==> src/rtl/mem_access_stage.sv <==
// mem_access_stage
//   MEM stage of the 16-bit pipeline. It sits directly after the registered
//   ALU and takes the ALU result in one of two ways: as a word address for a
//   load/store, or as a value passed straight through to WB. Each memory
//   instruction runs one data-memory transaction over a req/ack handshake.
//   While that transaction is pending, the stage holds off EX.
//
// Ports
//   clk, rst_n        rising-edge clock, asynchronous active-low reset
//   ex_valid/ready    EX handshake (ready is combinational, high only in IDLE)
//   ex_alu_res        address for loads/stores, result for pass-through ops
//   ex_st_data        store data
//   ex_mem_rd/wr      load / store select (both set is illegal)
//   ex_rd, ex_reg_wr  destination register and its write enable
//   dmem_*            registered memory request side; ack is a 1-cycle pulse
//   wb_*              1-cycle result pulse to WB; data/rd hold between pulses
//   err_clr, bus_err  sticky error (timeout or illegal op) and its clear
module mem_access_stage #(
  parameter int DATA_W  = 16,
  parameter int REG_AW  = 3,
  parameter int TIMEOUT = 15
) (
  input  logic              clk,
  input  logic              rst_n,
  input  logic              ex_valid,
  output logic              ex_ready,
  input  logic [DATA_W-1:0] ex_alu_res,
  input  logic [DATA_W-1:0] ex_st_data,
  input  logic              ex_mem_rd,
  input  logic              ex_mem_wr,
  input  logic [REG_AW-1:0] ex_rd,
  input  logic              ex_reg_wr,
  output logic              dmem_req,
  output logic              dmem_we,
  output logic [DATA_W-1:0] dmem_addr,
  output logic [DATA_W-1:0] dmem_wdata,
  input  logic [DATA_W-1:0] dmem_rdata,
  input  logic              dmem_ack,
  output logic              wb_valid,
  output logic [DATA_W-1:0] wb_data,
  output logic [REG_AW-1:0] wb_rd,
  output logic              wb_reg_wr,
  input  logic              err_clr,
  output logic              bus_err
);

  typedef enum logic {
    IDLE   = 1'b0,
    ACCESS = 1'b1
  } state_t;

  // The last wait cycle: if ack is still missing when the counter sits here,
  // the coming edge takes it to TIMEOUT and aborts the access.
  localparam logic [7:0] TIMEOUT_LAST = 8'(TIMEOUT - 1);

  state_t              state_q, state_d;
  logic [7:0]          cnt_q, cnt_d;
  logic                req_q, req_d;
  logic                we_q, we_d;
  logic [DATA_W-1:0]   addr_q, addr_d;
  logic [DATA_W-1:0]   wdata_q, wdata_d;
  logic [REG_AW-1:0]   accRd_q, accRd_d;
  logic                accRegWr_q, accRegWr_d;
  logic                wbValid_q, wbValid_d;
  logic [DATA_W-1:0]   wbData_q, wbData_d;
  logic [REG_AW-1:0]   wbRd_q, wbRd_d;
  logic                wbRegWr_q, wbRegWr_d;
  logic                busErr_q, busErr_d;
  logic                accept;

  assign ex_ready = (state_q == IDLE);
  assign accept   = ex_valid && ex_ready;

  // Next-state logic. Every branch that raises bus_err comes after the
  // err_clr default, so a new error wins over a clear in the same cycle.
  // The memory-side registers keep their values for the whole access.
  // This keeps dmem_* stable until ack without needing extra enables.
  always_comb begin
    state_d    = state_q;
    cnt_d      = cnt_q;
    req_d      = req_q;
    we_d       = we_q;
    addr_d     = addr_q;
    wdata_d    = wdata_q;
    accRd_d    = accRd_q;
    accRegWr_d = accRegWr_q;
    wbValid_d  = 1'b0;
    wbData_d   = wbData_q;
    wbRd_d     = wbRd_q;
    wbRegWr_d  = wbRegWr_q;
    busErr_d   = busErr_q && !err_clr;

    unique case (state_q)
      IDLE: begin
        if (accept) begin
          if (ex_mem_rd && ex_mem_wr) begin
            busErr_d  = 1'b1;
            wbValid_d = 1'b1;
            wbData_d  = ex_alu_res;
            wbRd_d    = ex_rd;
            wbRegWr_d = 1'b0;
          end else if (ex_mem_rd || ex_mem_wr) begin
            state_d    = ACCESS;
            cnt_d      = 8'd0;
            req_d      = 1'b1;
            we_d       = ex_mem_wr;
            addr_d     = ex_alu_res;
            wdata_d    = ex_st_data;
            accRd_d    = ex_rd;
            accRegWr_d = ex_reg_wr;
          end else begin
            wbValid_d = 1'b1;
            wbData_d  = ex_alu_res;
            wbRd_d    = ex_rd;
            wbRegWr_d = ex_reg_wr;
          end
        end
      end

      ACCESS: begin
        if (dmem_ack) begin
          state_d   = IDLE;
          req_d     = 1'b0;
          wbValid_d = 1'b1;
          wbRd_d    = accRd_q;
          if (we_q) begin
            wbData_d  = addr_q;
            wbRegWr_d = 1'b0;
          end else begin
            wbData_d  = dmem_rdata;
            wbRegWr_d = accRegWr_q;
          end
        end else begin
          cnt_d = cnt_q + 8'd1;
          if (cnt_q == TIMEOUT_LAST) begin
            state_d   = IDLE;
            req_d     = 1'b0;
            busErr_d  = 1'b1;
            wbValid_d = 1'b1;
            wbData_d  = addr_q;
            wbRd_d    = accRd_q;
            wbRegWr_d = 1'b0;
          end
        end
      end

      default: state_d = IDLE;
    endcase
  end

  // State and output registers. An asynchronous reset drops any in-flight
  // request at once and never produces a WB pulse.
  always_ff @(posedge clk or negedge rst_n) begin
    if (!rst_n) begin
      state_q    <= IDLE;
      cnt_q      <= 8'd0;
      req_q      <= 1'b0;
      we_q       <= 1'b0;
      addr_q     <= '0;
      wdata_q    <= '0;
      accRd_q    <= '0;
      accRegWr_q <= 1'b0;
      wbValid_q  <= 1'b0;
      wbData_q   <= '0;
      wbRd_q     <= '0;
      wbRegWr_q  <= 1'b0;
      busErr_q   <= 1'b0;
    end else begin
      state_q    <= state_d;
      cnt_q      <= cnt_d;
      req_q      <= req_d;
      we_q       <= we_d;
      addr_q     <= addr_d;
      wdata_q    <= wdata_d;
      accRd_q    <= accRd_d;
      accRegWr_q <= accRegWr_d;
      wbValid_q  <= wbValid_d;
      wbData_q   <= wbData_d;
      wbRd_q     <= wbRd_d;
      wbRegWr_q  <= wbRegWr_d;
      busErr_q   <= busErr_d;
    end
  end

  assign dmem_req   = req_q;
  assign dmem_we    = we_q;
  assign dmem_addr  = addr_q;
  assign dmem_wdata = wdata_q;
  assign wb_valid   = wbValid_q;
  assign wb_data    = wbData_q;
  assign wb_rd      = wbRd_q;
  assign wb_reg_wr  = wbRegWr_q;
  assign bus_err    = busErr_q;

endmodule

==> config.mk <==
export PLATFORM = sky130hd
export DESIGN_NAME = mem_access_stage
export DESIGN_NICKNAME = d
export VERILOG_FILES = /design/src/rtl/mem_access_stage.sv
export SDC_FILE = /design/constraint.sdc
export NUM_CORES = 1
export LEC_CHECK = 0
export ABC_CLOCK_PERIOD_IN_PS = 2000
export CAP_MARGIN = 20
export CORE_MARGIN = 1
export CORE_UTILIZATION = 45
export DETAILED_ROUTE_END_ITERATION = 6
export PLACE_DENSITY = 0.8
export SYNTH_ARGS = -nofsm -noshare
export SYNTH_HDL_FRONTEND = slang
export SYNTH_SLANG_ARGS = --single-unit
==> constraint.sdc <==
create_clock -name clk -period 2 [get_ports clk]
set_clock_uncertainty 0.2 [all_clocks]
set_input_delay 0.4 -clock clk [delete_from_list [all_inputs] [get_ports clk]]
set_output_delay 0.4 -clock clk [all_outputs]
set_load 0.01 [all_outputs]
==> results.cfg, run 1 <==
[routing]
viasPerCell = 4.95
drc_errors = 0
ant_nets = 0
routed_wl_um = 7670
routedWlPerCell_um = 15.8
drt_iter0_markers = 77
dr_total_vias = 2396
drt_first_pass_iters = 4

[cts]
cts-root-buf = clkbuf_8
cts_tree = done
path_clk_slew_ps = 70
clock_latency_ps = 340
clockBufferDepth = 2
cts_inserted_buffers = 9
cts.sinks = 69
ctsHtreeMaxLevel = 3

[finish]
final_cell_mix = clkdlybuf4s50_1, dfrtp_1, mux2_2, nor2_1, a21oi_1
layout.nets = 446
antenna_cells = 0
fillCellCount = 483
layout-drive-gt1-share_pct = 26.5
areaGrowthSynthToFinish_pct = 50.6
final_common_cell = clkdlybuf4s50_1

[synthesis]
yosysWarnings = 0
synthCells = 248
yosys-top-cells-area = dfrtp_1, mux2_2, mux2_4, mux2i_1, a21oi_1
synth-seq-cells = 69
synth_cell_types = 32
ys_seq_area_share_pct = 53.1
syn_area_per_cell_sq_um = 13.1
syn_nets = 311
synth_area_sq_mm = 0.00325
synth_area_leader_cell = dfrtp_1
synth_top_area_share_pct = 53.1

[power_and_ir_drop]
power_switching_uw = 1510
pwr-share-seq_pct = 39.2
p_per_area_mw_per_mm2 = 1070
leakagePower_uw = 0.00217
p_comb_share_pct = 39.2
peakVddDrop_uv = 527
pwr-share-clk_pct = 21.6
p_int_uw = 3710
swShare_pct = 28.9

[critical_path]
cpMaxStageDelayCell = clkdlybuf4s50_1
path_class = reg2out
crit_fanout = 3
path_cells = clkdlybuf4s50_1
reg2regPathDepth = 5
cp_data_arrival_time_ps = 1300
critical_path_required_ps = 1400
path_delay_family = buffers and inverters
max_stage_delay_ps = 580
cp_num_buf_inv = 1
startpoint_type = flop
cp-end-kind = primary output
cp.depth = 1

[place]
place_congestion = 0.740
hpwl_um = 5320
pre_cts_ws_ps = -407
io_buffers = 115

[job]
max-cap-violations = 0

[sta]
finalWorstSetupSlack_ps = 99.8
fin_crit_sh_pct = 95.0
maxSlewViolCount = 0
hold_violations = 0
slew_headroom_pct = 74.9
min_period_ps = 1900
worst_pin_slew_ps = 376
timing.hold.ws_ps = 190
fin_tns_setup_ps = 0
fmax_ghz = 0.526
rsz0062_at_grt = false
setup_viol = 0

[floorplan]
die_h_um = 87.0
io_pins = 116
initial_core_util_pct = 47.3
die-area_sq_mm = 0.00756
die_x_um = 87.0
coreArea_sq_mm = 0.00687
num_rows = 30

[status]
status = completed

[grt]
grt_max_degree = 70
grt_first_pass_wirelength_um = 11900
gr-total-overflow = 0
antenna_found_initial = 0
grt_pass1_vias = 2380
grt_usage_pct = 20.9

[hold_path]
min_path_type = in2reg
whs_path_depth = 2
==> path summary, 6_finish.rpt <==
check                      slack, ps             to           from
hold reg to reg                  310     accRd_q[2]     accRd_q[2]
min in group asynchronous        410   dmem_addr[9]          rst_n
hold / removal                   190        dmem_we      ex_mem_wr
max in group asynchronous        850        state_q          rst_n
setup / recovery                 100  dmem_addr[15]  dmem_addr[15]
setup reg to reg                 140     wb_data[7]       cnt_q[4]
==> state kept, by name (all words and copies together) (netlist names) <==
register / count
accRegWr_q: 1
accRd_q: 3
cnt_q: 8
wb_data: 16
wb_valid: 1
state_q: 1
wb_rd: 3
dmem_req: 1
dmem_wdata: 16
wb_reg_wr: 1
dmem_addr: 16
dmem_we: 1
bus_err: 1
==> kinds of logic after synthesis <==
kind of cell             synth area share (%)
multiplexers                             28.0
flip-flops                               53.1
adder cells (fa/ha/maj)                  1.54
AND/OR/NAND/NOR                          7.12
buffers and inverters                    3.16
AO/OA/AOI/OAI                            5.93
XOR/XNOR                                 1.08
==> per-layer routing <==
layer | wire length [um] | global-route usage (%)
met1 | 3340 | 26.8
met5 | 0 | 0
met4 | 92 | 8.18
met3 | 403 | 4.36
met2 | 3840 | 34.7
==> area by class of cell <==
type / count / area (sq um) / share of cell area (%)
inverter: 5 / 18.8 / 0.383
sequential: 69 / 1730 / 35.3
timing repair buffer: 137 / 1410 / 28.8
clock inverter: 4 / 47.5 / 0.971
tap: 96 / 120 / 2.45
clock buffer: 12 / 145 / 2.97
multi-input combinational: 161 / 1430 / 29.1
==> worst register-to-register path, cell delays in order (launching register included) <==
cell	delay, ps
dfrtp_1	420
and4bb_4	350
a31oi_4	110
a21oi_4	170
buf_12	190
mux2_4	320
==> per-stage QoR <==
step                      area, sq um  total power, uW  std cells  utilization [%]
after floorplan                  3250             2990        248                -
after global placement           4620             4040        464             67.2
after detailed placement         4620             4100        464             67.2
after CTS                        4830             5250        481             70.3
after global routing             4890             5490        484             71.3
final                            4890             5210        484             71.3
==> cells in the mapped netlist <==
cell	number
a21o_2	1
a21oi_1	21
a21oi_4	1
a31oi_4	1
and2_1	1
and4b_1	1
and4bb_4	1
buf_1	1
buf_2	4
buf_4	4
buf_6	2
clkbuf_1	2
dfrtp_1	69
ha_1	4
inv_1	5
mux2_1	1
mux2_2	39
mux2_4	20
mux2i_1	16
nand2_1	5
nand2b_1	3
nand2b_2	1
nand3_1	1
nand3b_1	2
nand4_1	2
nor2_1	23
nor2b_1	2
o21ai_0	7
o22ai_1	1
or3_1	2
or3b_1	1
xor2_1	4
==> what timing repair did <==
| action | in CTS | in global routing |
|---|---|---|
| cloned | 0 | 2 |
| setup endpoints to repair | 33 | 54 |
| hold buffers | 1 | 0 |
| endpoints found under the hold margin | 69 | 0 |
| setup buffers | 0 | 1 |
| resized for setup | 6 | 3 |
==> power groups by stage <==
stage               sequential [uW]  clock [uW]  combinational [uW]
floorplan                      2200           0                 796
global placement               2050           0                1990
detailed placement             2060           0                2040
CTS                            2050        1150                2050
global route                   2090        1220                2180
finish                         2050        1120                2040
Note: power is estimated with default switching activity, not from simulation.
==> run 2, diff against run 1 <==
==> constraint.sdc (replaced) <==
create_clock -name clk -period 2 [get_ports clk]
set_clock_uncertainty 0.2 [all_clocks]
set_input_delay 0.6 -clock clk [delete_from_list [all_inputs] [get_ports clk]]
set_output_delay 0.6 -clock clk [all_outputs]
set_load 0.01 [all_outputs]
==> run 2 against run 1 <==
Net effect:
- largest power group unchanged
- utilization is 0.15 points lower
- global-route usage is 1.3 points higher
- clock power is 11% lower
- fmax is 3.3% lower
- cell count is 0.41% higher
- non-clock buffer count is 2 higher
- critical path depth is 6 higher
- design area is 0.20% lower
==> results.cfg, run 2 (synthesized netlist as in run 1, its figures left out) <==
[routing]
drc_errors = 0
routedWlPerCell_um = 16.3
drt_first_pass_iters = 4
routed_wl_um = 7920
viasPerCell = 5.02
drt_iter0_markers = 46
dr_total_vias = 2441
ant_nets = 0

[cts]
cts_tree = done
cts_hold_buf = 0
cts_inserted_buffers = 9
cts.sinks = 69
clockBufferDepth = 2
ctsHtreeMaxLevel = 3
cts-root-buf = clkbuf_8
path_clk_slew_ps = 70
clock_latency_ps = 330

[sta]
slew_headroom_pct = 75.7
maxSlewViolCount = 0
rsz0062_at_grt = true
finalWorstSetupSlack_ps = 34.9
min_period_ps = 1970
fmax_ghz = 0.509
hold_violations = 0
setup_viol = 0
fin_crit_sh_pct = 98.3
worst_pin_slew_ps = 365

[critical_path]
path_delay_family = buffers and inverters
cp_num_buf_inv = 3
max_stage_delay_ps = 310
path_class = in2reg
critical_path_required_ps = 2020
cpMaxStageDelayCell = mux2_4
crit_fanout = 11
cp-end-kind = flop
path_cells = dlygate4sd2_1, ha_2, buf_4, o21ai_1, a21oi_4, buf_12, mux2_4
startpoint_type = input pin
cp_data_arrival_time_ps = 1980

[grt]
grt_max_degree = 70
grt_usage_pct = 22.2
gr-total-overflow = 0
antenna_found_initial = 0
grt_first_pass_wirelength_um = 12500
grt_pass1_vias = 2541

[floorplan]
die_x_um = 87.0
num_rows = 30
die-area_sq_mm = 0.00756
coreArea_sq_mm = 0.00687
initial_core_util_pct = 47.3
die_h_um = 87.0
io_pins = 116

[finish]
fillCellCount = 501
fin_util_pct = 71.1
layout-drive-gt1-share_pct = 27.7
areaGrowthSynthToFinish_pct = 50.3
antenna_cells = 0
stdcell_area_sq_mm = 0.00488
layout.nets = 448
final_cell_mix = dfrtp_1, dlygate4sd2_1, clkdlybuf4s50_1, mux2_2, nor2_1
final_common_cell = dfrtp_1

[place]
pre_cts_ws_ps = -597
placed_cell_area_sq_mm = 0.00464
io_buffers = 115
place_congestion = 0.735
hpwl_um = 5320

[power_and_ir_drop]
peakVddDrop_uv = 544
leakagePower_uw = 0.00227
p_per_area_mw_per_mm2 = 997
total_power_uw = 4870

[job]
max-cap-violations = 0

[hold_path]
min_path_type = in2async

[status]
status = completed
==> run 2: where the power goes <==
part | switching [uW] | total [uW] | leakage (uW) | internal (uW)
Clock | 511 | 992 | 0.0000901 | 481
Sequential | 238 | 2030 | 0.000826 | 1790
Combinational | 760 | 1850 | 0.00136 | 1090
==> run 2: cell type report <==
| type | instances | area [sq um] | share of cell area [%] |
|---|---|---|---|
| Clock buffer | 12 | 145 | 2.97 |
| Timing Repair Buffer | 139 | 1400 | 28.7 |
| Sequential cell | 69 | 1730 | 35.3 |
| Inverter | 5 | 18.8 | 0.384 |
| Tap cell | 96 | 120 | 2.46 |
| Clock inverter | 4 | 23.8 | 0.487 |
| Multi-Input combinational cell | 161 | 1450 | 29.6 |
==> run 2: worst register-to-register path, cell delays in order (launching register included) <==
cell	delay, ps
dfrtp_1	430
and4bb_4	350
a31oi_4	110
a21oi_4	210
buf_12	180
mux2_4	310
==> run 2: through the flow <==
step                      instances  TNS, ps  hold WS [ps]
final                           486        0          66.8
after detailed placement        464   -35860           295
after global routing            486     -147          93.2
after global placement          464   -34010           283
after floorplan                 248     -578           104
after CTS                       486        0          90.6
==> run 2: repair_timing <==
item                       in CTS  in global routing
cloned                          3                  0
pin swaps                       2                  2
resized for setup              71                  1
hold endpoints to repair        0                  0
setup endpoints to repair     115                 36
setup buffers                   3                  0
==> run 2: routing by layer <==
layer,GRT usage (%),part of all wire [%],vias up
met2,38.7,53,67
met1,27.0,41,1217
met3,5.40,5.3,8
met5,0,0,-
li1,-,-,1149
met4,6.97,1.3,0
==> run 2: path summary, 6_finish.rpt <==
kind                               startpoint  slack, ps  cells past startpoint            end
worst max-delay path                ex_mem_wr         30                      7     wb_data[9]
worst min-delay path                    rst_n         70                      2  dmem_addr[10]
worst max register to register       cnt_q[4]        100                      5     wb_data[9]
worst min register to register  dmem_wdata[0]        310                      1  dmem_wdata[0]
max in group asynchronous               rst_n       1220                      2       cnt_q[3]
min in group clk                dmem_wdata[0]        310                      1  dmem_wdata[0]
==> run 3, diff against run 2 <==
--- a/config.mk
+++ b/config.mk
@@ -6,11 +6,10 @@
 export NUM_CORES = 1
 export LEC_CHECK = 0
 export ABC_CLOCK_PERIOD_IN_PS = 2000
-export CAP_MARGIN = 20
 export CORE_MARGIN = 1
 export CORE_UTILIZATION = 45
 export DETAILED_ROUTE_END_ITERATION = 6
-export PLACE_DENSITY = 0.8
+export PLACE_DENSITY = 0.84
 export SYNTH_ARGS = -nofsm -noshare
 export SYNTH_HDL_FRONTEND = slang
 export SYNTH_SLANG_ARGS = --single-unit
==> run 3 against run 2 <==
Net effect:
- non-clock buffer count rose by 10
- die area did not move
- first-iteration DRC count rose by 65%
- cell count rose by 2.1%
- via count rose by 0.41%
- fmax fell by 0.81%
- largest cell class unchanged
- utilization rose by 1.6 points
- register-to-register slack got worse by 70 ps
- design area rose by 2.2%
==> results.cfg, run 3 (synthesized netlist as in run 1, its figures left out) <==
[power_and_ir_drop]
p_int_uw = 3500
swShare_pct = 30.3
leakagePower_uw = 0.00233
power_switching_uw = 1520
peakVddDrop_uv = 503
total_power_uw = 5020
pwr-share-seq_pct = 40.4
p_comb_share_pct = 37.8
p_per_area_mw_per_mm2 = 1010
pwr-share-clk_pct = 21.8

[cts]
clock_latency_ps = 340
cts_tree = done
ctsHtreeMaxLevel = 3
cts_hold_buf = 0
cts_inserted_buffers = 9
cts.sinks = 69
path_clk_slew_ps = 70
cts-root-buf = clkbuf_8
clockBufferDepth = 2

[critical_path]
path_cells = dlygate4sd2_1, inv_1, ha_2, o21ai_1, a21oi_4, bufbuf_16, mux2_4
path_delay_family = buffers and inverters
ff2ff_setup_slack_ps = 30
path_class = in2reg
cp-end-kind = flop
critical_path_required_ps = 2030
cp_data_arrival_time_ps = 2010
cp_num_buf_inv = 3
cpMaxStageDelayCell = bufbuf_16
max_stage_delay_ps = 300
r2r-start = cnt_q[4]
crit_fanout = 6
crit_start = ex_mem_rd
startpoint_type = input pin

[routing]
drc_errors = 0
ant_nets = 0
dr_total_vias = 2451
routed_wl_um = 8000
drt_first_pass_iters = 4
viasPerCell = 4.94
drt_iter0_markers = 76
routedWlPerCell_um = 16.1

[finish]
fillCellCount = 490
areaGrowthSynthToFinish_pct = 53.6
stdcell_area_sq_mm = 0.00499
final_common_cell = dfrtp_1
antenna_cells = 0
layout.nets = 458
final_cell_mix = dfrtp_1, dlygate4sd2_1, clkdlybuf4s50_1, mux2_2, nor2_1
layout-drive-gt1-share_pct = 29.5
fin_util_pct = 72.7

[sta]
rsz0062_at_grt = true
min_period_ps = 1980
fin_crit_sh_pct = 99.1
fin_tns_setup_ps = 0
fmax_ghz = 0.505
maxSlewViolCount = 0
hold_violations = 0
setup_viol = 0
slew_headroom_pct = 65.6
timing.hold.ws_ps = 71.4
worst_pin_slew_ps = 515

[grt]
antenna_found_initial = 0
grt_max_degree = 42
gr-total-overflow = 0
grt_usage_pct = 23.2
grt_pass1_vias = 2626
grt_first_pass_wirelength_um = 13100

[hold_path]
min_path_type = in2async

[place]
place_congestion = 0.711
io_buffers = 115
hpwl_um = 5490
placed_cell_area_sq_mm = 0.00463

[floorplan]
die_x_um = 87.0
die_h_um = 87.0
die-area_sq_mm = 0.00756
io_pins = 116
coreArea_sq_mm = 0.00687
num_rows = 30
initial_core_util_pct = 47.3

[status]
status = completed

[job]
max-cap-violations = 0
-- run 3: layer usage --
layer / up-vias / GRT usage [%] / part of all wire (%)
met4: 0 / 8.79 / 1.6
met1: 1194 / 29.1 / 43
met3: 11 / 4.74 / 5.1
met5: - / 0 / 0
met2: 75 / 39.4 / 50
li1: 1171 / - / -
-- run 3: per-stage QoR --
| step | cells | setup WS (ps) |
|---|---|---|
| 6_report | 496 | 18.9 |
| 5_1_grt | 496 | -46.3 |
| 3_5_place_dp | 467 | -598 |
| 3_3_place_gp | 467 | -589 |
| 4_1_cts | 494 | 1.60 |
| 2_1_floorplan | 248 | -28.9 |
-- run 3: cell type report --
type | count | area, sq um | area share [%]
Clock buffer | 12 | 135 | 2.71
Multi-Input combinational cell | 161 | 1440 | 28.9
Inverter | 5 | 18.8 | 0.376
Timing Repair Buffer | 149 | 1500 | 30.1
Tap cell | 96 | 120 | 2.41
Sequential cell | 69 | 1730 | 34.6
Clock inverter | 4 | 48.8 | 0.977
-- run 3: repair_timing --
action | 4_1_cts | 5_1_grt
pin swaps | 2 | 5
setup buffers | 7 | 2
setup endpoints to repair | 116 | 36
cloned | 4 | 0
resized for setup | 75 | 4
-- run 3: final timing paths --
path                                  endpoint  cells after the start
min in group clk                 dmem_wdata[7]                      1
worst min-delay path              dmem_addr[8]                      2
worst max-delay path                wb_data[6]                      7
max in group asynchronous       dmem_wdata[15]                      2
worst max register to register      wb_data[6]                      5
worst min register to register   dmem_wdata[7]                      1
-- run 3: power groups by stage --
stage | clock network [uW] | logic (uW) | registers, uW
after floorplan | 0 | 799 | 2200
after global routing | 1180 | 2040 | 2080
after global placement | 0 | 1990 | 2050
after CTS | 1110 | 1910 | 2030
final | 1100 | 1900 | 2030
after detailed placement | 0 | 2030 | 2070
-- run 3: worst reg2reg max path: cells and delay by family (launching register included) --
family          cells  cell delay [ps]
flops               1              390
simple gates        1              370
compound gates      2              300
buf+inv             1              300
mux                 1              300
